==> src/rtl/mac_pkg.sv <==
// Shared types and sizes for the tile output stage.
// Build option: OSTAGE_SAT_EN selects saturating lane sums (see ostage_lane_add).
package mac_pkg;

  localparam int LANES  = 4;
  localparam int LANE_W = 16;
  localparam int ROWS   = 4;
  localparam int OM_AW  = 6;
  localparam int ROW_W  = 2;
  localparam int DST_W  = 4;
  localparam int DATA_W = LANES * LANE_W;

  typedef enum logic [1:0] {
    ST_IDLE    = 2'd0,
    ST_COLLECT = 2'd1,
    ST_WRITE   = 2'd2,
    ST_DONE    = 2'd3
  } ostage_state_t;

endpackage

==> src/rtl/ostage_lane_add.sv <==
// One signed 16-bit lane of the accumulator update: overwrite on the first
// pass, otherwise add. With OSTAGE_SAT_EN defined the sum clamps to
// [-32768, 32767]; without it the sum wraps modulo 2^16.
module ostage_lane_add
  import mac_pkg::*;
(
  input  logic [LANE_W-1:0] acc_in,
  input  logic [LANE_W-1:0] data_in,
  input  logic              first,
  output logic [LANE_W-1:0] sum
);

`ifdef OSTAGE_SAT_EN
  logic [LANE_W:0] wide;

  // Sign-extended add, then clamp when the two top bits disagree (overflow).
  always_comb begin
    wide = {acc_in[LANE_W-1], acc_in} + {data_in[LANE_W-1], data_in};
    if (first) begin
      sum = data_in;
    end else if (wide[LANE_W] != wide[LANE_W-1]) begin
      sum = wide[LANE_W] ? {1'b1, {(LANE_W-1){1'b0}}} : {1'b0, {(LANE_W-1){1'b1}}};
    end else begin
      sum = wide[LANE_W-1:0];
    end
  end
`else
  // Plain two's complement add; the carry out is dropped.
  always_comb begin
    if (first) begin
      sum = data_in;
    end else begin
      sum = acc_in + data_in;
    end
  end
`endif

endmodule

==> src/rtl/tile_output_stage.sv <==
// Tile output stage: collects the four result rows of a tile pass into a
// row accumulator, and on the last pass writes the tile out to output memory.
// Build option: OSTAGE_SAT_EN (saturating lane sums, no port change).
//
// Handshake: RES_VALID is a one-cycle strobe with no ready/back-pressure; a
// row is taken on the clock edge where RES_VALID=1 only in COLLECT for a row
// not yet received this pass, every other strobe is dropped and sets ERR.
// START_CALC is a level that must stay high for the whole pass; dropping it
// during COLLECT abandons the pass.
module tile_output_stage
  import mac_pkg::*;
(
  input  logic              CLK,
  input  logic              RSTN,
  input  logic              START_CALC,
  input  logic              PASS_FIRST,
  input  logic              PASS_LAST,
  input  logic [DST_W-1:0]  ODST,
  input  logic              RES_VALID,
  input  logic [ROW_W-1:0]  RES_ROW,
  input  logic [DATA_W-1:0] RES_DATA,
  output logic              OM_WE,
  output logic [OM_AW-1:0]  OM_ADDR,
  output logic [DATA_W-1:0] OM_WDATA,
  output logic              Tile_Done,
  output logic              ERR
);

  ostage_state_t     state;
  logic [ROWS-1:0]   mask;
  logic [ROWS-1:0]   mask_next;
  logic [DST_W-1:0]  tile_dst;
  logic              first_l;
  logic              last_l;
  logic [ROW_W-1:0]  wr_row;
  logic              err;
  logic [DATA_W-1:0] acc [ROWS];
  logic [DATA_W-1:0] acc_sel;
  logic [DATA_W-1:0] acc_new;
  logic              row_new;
  logic              accept;

  // Row bookkeeping for the strobe currently on the inputs.
  always_comb begin
    acc_sel   = acc[RES_ROW];
    row_new   = ~mask[RES_ROW];
    mask_next = mask | (ROWS'(1) << RES_ROW);
    accept    = (state == ST_COLLECT) && START_CALC && RES_VALID && row_new;
  end

  for (genvar i = 0; i < LANES; i++) begin : g_lane
    ostage_lane_add u_lane (
      .acc_in  (acc_sel[i*LANE_W +: LANE_W]),
      .data_in (RES_DATA[i*LANE_W +: LANE_W]),
      .first   (first_l),
      .sum     (acc_new[i*LANE_W +: LANE_W])
    );
  end

  // Pass sequencing: latch pass context, track received rows, walk the write-out.
  always_ff @(posedge CLK or negedge RSTN) begin
    if (!RSTN) begin
      state    <= ST_IDLE;
      mask     <= '0;
      tile_dst <= '0;
      first_l  <= 1'b0;
      last_l   <= 1'b0;
      wr_row   <= '0;
    end else begin
      case (state)
        ST_IDLE: begin
          if (START_CALC) begin
            state    <= ST_COLLECT;
            tile_dst <= ODST;
            first_l  <= PASS_FIRST;
            last_l   <= PASS_LAST;
            mask     <= '0;
          end
        end
        ST_COLLECT: begin
          if (!START_CALC) begin
            state <= ST_IDLE;
          end else if (accept) begin
            mask <= mask_next;
            if (&mask_next) begin
              state  <= last_l ? ST_WRITE : ST_DONE;
              wr_row <= '0;
            end
          end
        end
        ST_WRITE: begin
          wr_row <= wr_row + 1'b1;
          if (wr_row == ROW_W'(ROWS - 1)) begin
            state <= ST_DONE;
          end
        end
        default: begin
          state <= ST_IDLE;
        end
      endcase
    end
  end

  // Accumulator rows; only a freshly accepted row is written.
  always_ff @(posedge CLK or negedge RSTN) begin
    if (!RSTN) begin
      for (int r = 0; r < ROWS; r++) begin
        acc[r] <= '0;
      end
    end else if (accept) begin
      acc[RES_ROW] <= acc_new;
    end
  end

  // Sticky protocol error: any strobe that is not a fresh row in COLLECT.
  always_ff @(posedge CLK or negedge RSTN) begin
    if (!RSTN) begin
      err <= 1'b0;
    end else if (RES_VALID && ((state != ST_COLLECT) || !row_new)) begin
      err <= 1'b1;
    end
  end

  // Outputs decode the registered state, so they drop with RSTN at once.
  always_comb begin
    OM_WE     = (state == ST_WRITE);
    OM_ADDR   = OM_WE ? {tile_dst, wr_row} : '0;
    OM_WDATA  = OM_WE ? acc[wr_row] : '0;
    Tile_Done = (state == ST_DONE);
    ERR       = err;
  end

endmodule

==> config.mk <==
export PLATFORM = sky130hd
export DESIGN_NAME = tile_output_stage
export DESIGN_NICKNAME = d
export VERILOG_FILES = /design/src/rtl/mac_pkg.sv /design/src/rtl/ostage_lane_add.sv /design/src/rtl/tile_output_stage.sv
export SDC_FILE = /design/constraint.sdc
export NUM_CORES = 1
export LEC_CHECK = 0
export BUFFER_PORTS_ARGS = -buffer_cell sky130_fd_sc_hd__buf_2
export CAP_MARGIN = 10
export CORE_UTILIZATION = 65
export CTS_BUF_LIST = sky130_fd_sc_hd__clkbuf_16
export DETAILED_ROUTE_END_ITERATION = 6
export HOLD_SLACK_MARGIN = 0.03
export MAX_ROUTING_LAYER = met4
export PLACE_DENSITY = 0.89
export SETUP_SLACK_MARGIN = 0.1
export SYNTH_ARGS = -nofsm -noshare
export SYNTH_HDL_FRONTEND = slang
export SYNTH_SLANG_ARGS = --single-unit
export TNS_END_PERCENT = 50
==> constraint.sdc <==
create_clock -name CLK -period 7.3 [get_ports CLK]
set_input_delay 0.73 -clock CLK [delete_from_list [all_inputs] [get_ports CLK]]
set_output_delay 0.73 -clock CLK [all_outputs]
set_load 0.03 [all_outputs]
Word-level counts from Yosys, hierarchy flattened:

Cells that the tools add are included.

* memories: 0
* latch bits: 0
* input bits: 76
* output and inout port bits: 73
* memory bits (writable): 0
* flip-flop bits (word level): 271
* word-level logic and storage cells: 83
* memory bits (read-only): 0

* order comparisons: 4
* multiply operators: 0
* shift operators: 1
* multiplexer cells: 32
* bitwise logic cells: 4
* eq/ne operators: 12
* add/sub/neg operators: 5
* div/mod/pow operators: 0
* reduce and logical (&&, ||, !) cells: 14

Operators with widths (number)
* 64-bit two-way mux: 6
* 64-bit binary-select mux with 2-bit select: 2
* 256-bit bitwise mux: 1
* 64-bit demux with 2-bit select: 1
* 16-bit adder: 4
* 16-bit two-way mux: 4
* 2-bit two-way mux: 8
* 4-bit AND reduction: 4
* 4-bit two-way mux: 3
* 4-bit one-hot mux with 2 select lines: 1
* 2-bit equality test, second input constant: 3
* 3-bit >= comparator, second input constant: 2
* 6-bit two-way mux: 1
* 2-bit by 1-bit inequality test with 1-bit output, second input constant: 3
* 2-bit inequality test, second input constant: 3
* 2-bit inverter with 3-bit output: 2
* 2-bit one-hot mux with 3 select lines: 1
* 1-bit logical AND: 5
* 4-bit bitwise OR: 1
* 2-bit one-hot mux with 2 select lines: 1
* 2-bit nonzero test: 2
* 1-bit by 2-bit left shift with 4-bit output, first input constant: 1
* 2-bit by 3-bit less-than comparator with 1-bit output, second input constant: 1
* 3-bit by 1-bit less-than comparator with 1-bit output, second input constant: 1
* 10 further kinds: 11

Longest topological paths before layout:

Gate-level depths: netlist of run 1.

* depth in word-level cells: 7
* gate-level depth with buffers: 14
* mapped depth without buffers: 11

Hierarchy:

Synthesis of run 1 repeated with hierarchy kept, for this count alone.

* cell total of the unflattened synthesis: 1380
* area total of the unflattened synthesis: 17538.1 sq um

By module, submodules not included
* tile_output_stage: seq. area each 6781.5 sq um, instances 1, area an instance 13772.0 sq um, cells each 842
* ostage_lane_add (g_lane[0].u_lane ...): seq. area each 0.0 sq um, instances 3, area an instance 905.9 sq um, cells each 129
* ostage_lane_add (g_lane[3].u_lane): seq. area each 0.0 sq um, instances 1, area an instance 1048.5 sq um, cells each 151

Worst setup path before layout of run 1:

No wires, ideal clock.

* path kind: input to register
* start: in RES_ROW[0]
* end: reg acc[156] in the netlist's numbering
* setup slack: 3.157 ns
* path buffers: 3
* library setup time: 0.125 ns
* arrival time: 4.018 ns
* data required time: 7.175 ns
* cell stages on the path: 12
* cell sequence: buf_2 buf_1 buf_2 mux4_2 ha_1 a21o_1 or3_4 o21a_4 a2111oi_4 o21a_2 o31ai_4 mux2_2

* cells in the longest elaborated chain, start to end: 7
* elaborated cells between the ends (all ways): 16
* classes of those cells: 1 x add/sub; 2 x order compare; 9 x mux; 2 x bitwise; 2 x reduce/logical

RTL lines
* start: declaration: line tile_output_stage.sv:20 `input logic [ROW_W-1:0] RES_ROW,`
* 2-bit inverter with 3-bit output (implied by the code): line tile_output_stage.sv:45, tile_output_stage.sv:111
* 64-bit binary-select mux with 2-bit select: line tile_output_stage.sv:45 `acc_sel = acc[RES_ROW];`
* 64-bit two-way mux (implied by the code) (2 in series): line tile_output_stage.sv:45
* 16-bit adder: line ostage_lane_add.sv:33 `sum = acc_in + data_in;`
* 16-bit two-way mux: line ostage_lane_add.sv:30 `if (first) begin`
* 256-bit bitwise mux: line tile_output_stage.sv:111 `acc[RES_ROW] <= acc_new;`
* end signal: indexed assignment: line tile_output_stage.sv:111
* end: declaration: line tile_output_stage.sv:37 `logic [DATA_W-1:0] acc [ROWS];`

Several ways; a longest one is shown, not always the timed one. The select of a mux whose other input is x is not followed.
A chain may end at the register's enable or synchronous reset.

Worst setup path after layout of run 1:

* start: in RES_ROW[0]
* end: reg acc[140] in the netlist's numbering

The elaborated chain is that of the path after synthesis.

==> flow_summary.ini, run 1 <==
[timing]
holdWs_ns = 0.2882
worst_pin_slew_ns = 1.191
post-route-period-util = 0.5715
fin_skew_ns = 0.01256
rsz0062_at_grt = false
period_minus_slack_ns = 4.172
achievable-frequency_mhz = 239.7
hold_viol_final = 0
setup_viol = 0
drv_slew = 0
slew_headroom = 0.2058
tns_ns = 0

[power_and_ir_drop]
leakage_nw = 8.649
peakVddDrop_uv = 260.3
powerDensity_nw_per_um2 = 388.2

[synth]
synthDistinctLibCells = 74
yosysSeqAreaShare = 0.3993
yosysMostFrequentCell = dfrtp_1
yosys_warnings = 0
avgSynthCellArea_um2 = 10.45
synth_flop_cell = dfrtp_1
ys_seq_elements = 271
synth.top_cells.by_area = dfrtp_1, mux4_2, o21ai_0
synth_cells = 1626
ys_top_cells_by_count = dfrtp_1, nand2_1, o21ai_0, mux4_2, nor2_1
synth_area_um2 = 16990
yosysTopAreaCell = dfrtp_1
synth-edff-count = 0
synth_top_area_frac = 0.3993
async_flop_share = 1.000
syn_nets = 1767

[die]
ios = 149
rows = 58
die_width_um = 163.7
coreArea_um2 = 25400
die_h_um = 163.7
dieArea_um2 = 26780
initial_core_util = 0.6687

[worst_setup_path]
crit_fanout = 43
startpoint_type = input port
endpoint_kind = flop
cp_slowest_stage_delay_ns = 0.67
crit_path_top_delay_cell = buf_4
worstPathCellList = buf_4 > buf_12 > mux4_2 > ha_1 > inv_1 > fa_1 > nor2b_1 > o31a_1 > o31ai_2 > a21oi_1 > o21a_1 > o31ai_1 > mux2_2
cp_data_arrival_time_ns = 4.66
cp.required_ns = 7.78
worstSetupPathType = in2reg

[drt]
drc_errors = 0
finalWirelength_um = 43920
initialDrtViolationCount = 1293
first_pass_iters = 5
vias = 13860
final_antenna_net_count = 0
drt-vias-per-instance = 6.685
wl_per_cell_um = 21.19

[placement]
gp_congestion = 0.9313
numPortBuffers = 148
hpwl_um = 27700

[final_layout]
multiInputGateArea_um2 = 9702
drive_above_1_share = 0.2415
antenna_cells = 0
nets = 1861
seq_area_um2 = 6788
area_growth_syn_to_layout_pct = 10.96
fillerInstances = 1767

[outcome]
status = complete, no violations

[global_route]
grt_pass1_vias = 14070
grt_pass1_wl_um = 71570
grt_max_degree = 132
grt_use_total = 0.3524
antenna_found_initial = 1
grt_remaining_overflow = 0

[hold_path]
min_path_type = in2async

[clocking]
h-tree-depth = 1
insertion_delay_ns = 0.56
cts.sinks = 271
ctsResizeCount = 0
cts_buffers = 30
cts_hold_buf = 0
clk_pin_slew_ns = 0.06
cts_setup_buffers = 0
cts_tree = yes
cts-root-buf = clkbuf_16
clk_path_buf_depth = 3

[flow_run]
cap_violations = 0
==> sequential cells by signal (all words and copies together), names as in the netlist <==
register,flops
ERR,1
acc,256
first_l,1
last_l,1
mask,4
state,2
tile_dst,4
wr_row,2
==> stage by stage <==
step / total power, mW / util / setup WS [ns] / cell area (µm²) / std cells
finish: 7.316 / 0.7420 / 3.128 / 18850 / 2073
global route: 7.813 / 0.7420 / 2.839 / 18850 / 2073
CTS: 7.293 / 0.7420 / 3.125 / 18850 / 2073
detailed placement: 5.799 / 0.7050 / 2.615 / 17910 / 2018
global placement: 5.583 / 0.7050 / 2.695 / 17910 / 2018
floorplan: 5.015 / - / 3.157 / 16990 / 1626
==> path summary, 6_finish.rpt <==
check	from	to	slack [ns]	depth (start not counted)
min reg2reg	tile_dst[0]$_DFFE_PN0P_	tile_dst[0]$_DFFE_PN0P_	0.47	2
min in group CLK	ODST[2]	tile_dst[2]$_DFFE_PN0P_	0.37	3
max	RES_ROW[0]	acc[140]$_DFFE_PN0P_	3.13	13
min	RSTN	acc[147]$_DFFE_PN0P_	0.29	1
max reg2reg	acc[96]$_DFFE_PN0P_	acc[44]$_DFFE_PN0P_	4.03	11
max in group asynchronous	RSTN	wr_row[0]$_DFFE_PN0P_	5.40	2
==> worst max-delay path, delay by kind of cell <==
kind	cells	cell delay [ns]
adders and majority gates	2	0.42
and+or+nand+nor	1	0.07
buffers and inverters	3	1.09
AOI/OAI and AO/OA	5	1.53
muxes	2	0.78
==> report_power, final <==
| group | internal [mW] | switching, mW | total [mW] |
|---|---|---|---|
| combinational | 1.57 | 1.67 | 3.23 |
| sequential | 2.14 | 0.489 | 2.63 |
| clock | 0.835 | 0.619 | 1.45 |
==> kinds of logic (layout without fill, tap and decap cells) <==
family          Yosys count  after routing  synth area share
compound gates          438            438            0.1543
mux                     209            209            0.2224
xor+xnor                 32             32           0.01650
flops                   271            271            0.3993
buf+inv                 130            247           0.03072
simple gates            481            481            0.1272
fa+ha+maj                65             65           0.04965
==> routing by layer <==
layer,routed length (µm),track usage,up-vias
met2,21480,0.5709,685
met5,0,-,-
met3,3517,0.05028,155
li1,-,-,6151
met1,17180,0.4495,6867
met4,1743,0.1435,0
==> layout by cell type, fill, tap and decap left out, drive strengths merged, types with 13 or more instances in the layout <==
| cell | instances |
|---|---|
| a211oi | 15 |
| a21o | 20 |
| a21oi | 78 |
| a31oi | 17 |
| and2 | 72 |
| buf | 167 |
| clkbuf | 31 |
| clkinv | 14 |
| dfrtp | 271 |
| ha | 61 |
| inv | 33 |
| mux2 | 57 |
| mux2i | 23 |
| mux4 | 129 |
| nand2 | 262 |
| nand3 | 16 |
| nor2 | 79 |
| o21a | 22 |
| o21ai | 223 |
| o31ai | 13 |
| xor2 | 20 |
==> area by class of cell <==
cell class                      instances  share of cell area
Clock buffer                           31             0.04116
Clock inverter                         24            0.008697
Inverter                               25            0.004979
Multi-Input combinational cell       1225              0.5148
Sequential cell                       271              0.3602
Tap cell                              330             0.02191
Timing Repair Buffer                  167             0.04833
Power figures use the tool's default switching activity.
==> inputs of run 2 (changes only) <==
Settings changed: CORE_UTILIZATION 65 to 55, PLACE_DENSITY 0.89 to 0.8.
Clock period 7.3 ns to 3.45 ns, I/O delays scaled along.
==> flow_summary.ini, run 2 (synthesis gave the netlist of run 1 again) <==
[outcome]
status = complete, no violations

[final_layout]
drive_above_1_share = 0.3016
fin_util = 0.6735
antenna_cells = 0
area_growth_syn_to_layout_pct = 19.09
nets = 2019
fillerInstances = 2262
largest_registers = acc (256), mask (4), tile_dst (4)
regMostFlops = acc
mostFrequentLayoutCells = dfrtp_1, nand2_1, o21ai_0
layoutNonFillerInstCount = 2290
seq_area_um2 = 6788
largest_register_ffs = 256
multiInputGateArea_um2 = 9722
final_common_cell = dfrtp_1

[clocking]
h-tree-depth = 1
cts-root-buf = clkbuf_16
cts_tree = yes
insertion_delay_ns = 0.56
cts_setup_buffers = 0
cts_buffers = 29
clk_path_buf_depth = 3
cts.sinks = 271
clk_pin_slew_ns = 0.06

[placement]
gp_congestion = 1.021
place_inst = 2230
hpwl_um = 33080
numPortBuffers = 148

[hold_path]
min_path_type = in2reg

[die]
dieArea_um2 = 31590
initial_core_util = 0.5656
rows = 63
die_h_um = 177.7
ios = 149
coreArea_um2 = 30030
die_width_um = 177.7

[global_route]
grt_pass1_vias = 14460
grt_pass1_wl_um = 76760
grt_max_degree = 100
antenna_found_initial = 0
grt_use_total = 0.3210
grt_remaining_overflow = 0

[power_and_ir_drop]
leakage_nw = 9.440
powerDensity_nw_per_um2 = 820.8
peakVddDrop_uv = 468.2

[worst_setup_path]
crit_fanout = 4
cp_data_arrival_time_ns = 3.60
cp.required_ns = 3.92
startpoint_type = flop
worstSetupPathType = reg2reg
endpoint_kind = flop

[timing]
setup_viol = 0
achievable-frequency_mhz = 320.5
hold_viol_final = 0
rsz0062_at_grt = false
post-route-period-util = 0.9044
period_minus_slack_ns = 3.120
fin_skew_ns = 0.01650
tns_ns = 0
worst_pin_slew_ns = 0.9021
slew_headroom = 0.3979
drv_slew = 0

[drt]
first_pass_iters = 5
drt-vias-per-instance = 6.254
wl_per_cell_um = 20.77
finalWirelength_um = 47560
final_antenna_net_count = 0
drc_errors = 0
vias = 14320
initialDrtViolationCount = 1281

[flow_run]
cap_violations = 0
## run 2: where the power goes
group,switching (mW),leakage (nW),total [mW],internal [mW]
combinational,3.78,5.56,7.90,4.12
clock,1.30,0.485,3.12,1.81
sequential,1.06,3.39,5.58,4.53
## run 2: timing repair
item | 4_1_cts | 5_1_grt
setup endpoints to repair | 0 | 19
resized for setup | 0 | 3
hold buffers | 7 | 0
endpoints found under the hold margin | 101 | 0
## run 2: final cells by class
class / count / share of cell area
inverter: 25 / 0.004639
tap: 390 / 0.02412
sequential: 271 / 0.3356
clock buffer: 29 / 0.03588
timing repair buffer: 326 / 0.1088
multi-input combinational: 1225 / 0.4806
clock inverter: 24 / 0.01039
## run 2: final timing paths
| check | startpoint | to | cells past startpoint | slack (ns) |
|---|---|---|---|---|
| setup reg to reg | acc[32]$_DFFE_PN0P_ | acc[108]$_DFFE_PN0P_ | 11 | 0.33 |
| min in group asynchronous | RSTN | acc[202]$_DFFE_PN0P_ | 2 | 0.42 |
| setup / recovery | acc[32]$_DFFE_PN0P_ | acc[108]$_DFFE_PN0P_ | 11 | 0.33 |
| hold reg to reg | tile_dst[1]$_DFFE_PN0P_ | tile_dst[1]$_DFFE_PN0P_ | 2 | 0.47 |
| max in group asynchronous | RSTN | acc[11]$_DFFE_PN0P_ | 3 | 2.20 |
| hold / removal | RES_VALID | ERR$_DFFE_PN0P_ | 2 | 0.08 |
## run 2: through the flow
step	setup WS (ns)	hold slack, ns	cell area, µm²	power (mW)
2_1_floorplan	0.1046	0.04941	17040	10.63
3_3_place_gp	-0.2323	0.4423	19210	12.91
3_5_place_dp	-0.3144	0.4471	19210	13.35
4_1_cts	0.2422	0.06456	20220	16.55
5_1_grt	0.1670	0.08711	20230	17.72
6_report	0.3298	0.07825	20230	16.60
## run 2: worst max-delay path: stages, from the launching register on
cell	delay, ns
dfrtp_1	0.39
mux4_2	0.47
ha_1	0.21
inv_1	0.08
fa_1	0.18
nor2b_1	0.07
o31a_1	0.28
o31ai_1	0.35
a21boi_0	0.18
o21ai_0	0.21
mux2_2	0.41
a31oi_1	0.19
## run 2: routing by layer
metal  global-route usage  vias up  part of all wire
met5                    -        -                 0
met4               0.1075        0             0.030
met3              0.05120      109             0.077
met2               0.5120      610              0.49
met1               0.4199     7123              0.41
li1                     -     6480                 -
==> inputs of run 3 (changes only) <==
Settings changed: CORE_UTILIZATION 55 to 40, PLACE_DENSITY 0.8 to 0.62.
==> flow_summary.ini, run 3 (synthesis gave the netlist of run 1 again) <==
[final_layout]
layoutNonFillerInstCount = 2447
nets = 2024
fillerInstances = 3848
drive_above_1_share = 0.3026
fin_util = 0.4928
regMostFlops = acc
area_growth_syn_to_layout_pct = 21.70
multiInputGateArea_um2 = 9721
mostFrequentLayoutCells = dfrtp_1, nand2_1, o21ai_0
final_common_cell = dfrtp_1
largest_registers = acc (256), mask (4), tile_dst (4)
largest_register_ffs = 256
fin_area_um2 = 20670
seq_area_um2 = 6788

[worst_setup_path]
cp.required_ns = 3.89
worstPathCellList = mux4_2 > ha_1 > a211oi_1 > o21ai_0 > nand2_1 > o21ai_2 > mux2i_1 > o41ai_1 > mux2_2
startpoint_type = flop
critPathLaunch = acc[1]$_DFFE_PN0P_
crit_buf_inv = 0
rr_startpoint = acc[1]$_DFFE_PN0P_
worstRegToRegCells = 9
worstSetupPathType = reg2reg
crit_family = compound AO/OA/AOI/OAI gates
crit_fanout = 4
r2r-end = acc[203]$_DFFE_PN0P_
r2r_setup_slack_ns = 0.30
endpoint_kind = flop
cp_slowest_stage_delay_ns = 0.66
crit_path_top_delay_cell = o41ai_1
cp_data_arrival_time_ns = 3.59

[power_and_ir_drop]
p_total_mw = 16.96
leakage_nw = 9.549
powerDensity_nw_per_um2 = 820.3
peakVddDrop_uv = 309.0

[die]
initial_core_util = 0.4049
dieArea_um2 = 43290
ios = 149
die_h_um = 208.1
coreArea_um2 = 41950
rows = 75
die_width_um = 208.1

[clocking]
insertion_delay_ns = 0.51
cts.sinks = 271
clk_pin_slew_ns = 0.06
cts_tree = yes
clk_path_buf_depth = 3
cts_setup_buffers = 0
cts_buffers = 34
h-tree-depth = 2
cts-root-buf = clkbuf_16

[drt]
vias = 13710
drt-vias-per-instance = 5.603
first_pass_iters = 5
final_antenna_net_count = 0
drc_errors = 0
wl_per_cell_um = 19.66
initialDrtViolationCount = 775
finalWirelength_um = 48100

[placement]
hpwl_um = 33940
gp_congestion = 0.9059
place_area_um2 = 19500
numPortBuffers = 148
place_inst = 2379
pre_cts_ws_ns = -0.08493

[hold_path]
min_path_type = in2reg
holdPathEnd = ERR$_DFFE_PN0P_
min_from = RES_VALID
holdPathStages = 2

[global_route]
grt_max_degree = 96
grt_use_total = 0.2327
grt_pass1_vias = 13900
grt_remaining_overflow = 0
grt_pass1_wl_um = 76730
antenna_found_initial = 1

[timing]
slew_headroom = 0.4646
tns_ns = 0
period_minus_slack_ns = 3.150
fin_ws_ns = 0.2995
holdWs_ns = 0.06640
achievable-frequency_mhz = 317.4
drv_slew = 0
rsz0062_at_grt = false
setup_viol = 0
fin_skew_ns = 0.01971
hold_viol_final = 0
post-route-period-util = 0.9132
worst_pin_slew_ns = 0.7927

[flow_run]
cap_violations = 0

[outcome]
status = complete, no violations
==> run 3: power breakdown <==
group          switching, mW  internal, mW  leakage (nW)
registers              0.986          4.53          3.39
clock network           1.35          2.14         0.559
logic                   3.78          4.18          5.60
total                   6.11          10.8          9.55
==> run 3: repair_timing <==
action | CTS | global route
hold endpoints to repair | 78 | 0
gates resized for setup | 0 | 1
hold buffers | 7 | 0
endpoints found under the setup margin | 0 | 4
==> run 3: area by class of cell <==
cell class | count | share of cell area
Multi-Input combinational cell | 1225 | 0.4702
Sequential cell | 271 | 0.3284
Timing Repair Buffer | 326 | 0.1111
Clock buffer | 37 | 0.04479
Tap cell | 539 | 0.03263
Clock inverter | 23 | 0.008171
Inverter | 25 | 0.004540
Antenna cell | 1 | 0.0001211
==> run 3: how the worst max path moves through the flow <==
stage,end,slack [ns],cells after the start
final,acc[203]$_DFFE_PN0P_,0.30,9
after global routing,acc[126]$_DFFE_PN0P_,0.14,11
after CTS,acc[44]$_DFFE_PN0P_,0.33,11
after detailed placement,acc[11]$_DFFE_PN0P_,-0.08,12
after global placement,acc[127]$_DFFE_PN0P_,-0.03,11
after floorplan,acc[156]$_DFFE_PN0P_,0.10,12
==> run 3: per-layer routing <==
metal  track usage  share of wire  up-vias
met2        0.3797           0.49      313
li1              -              -     6488
met3       0.02762          0.040       84
met4       0.07050          0.025        0
met1        0.3051           0.45     6825
met5             -              0        -
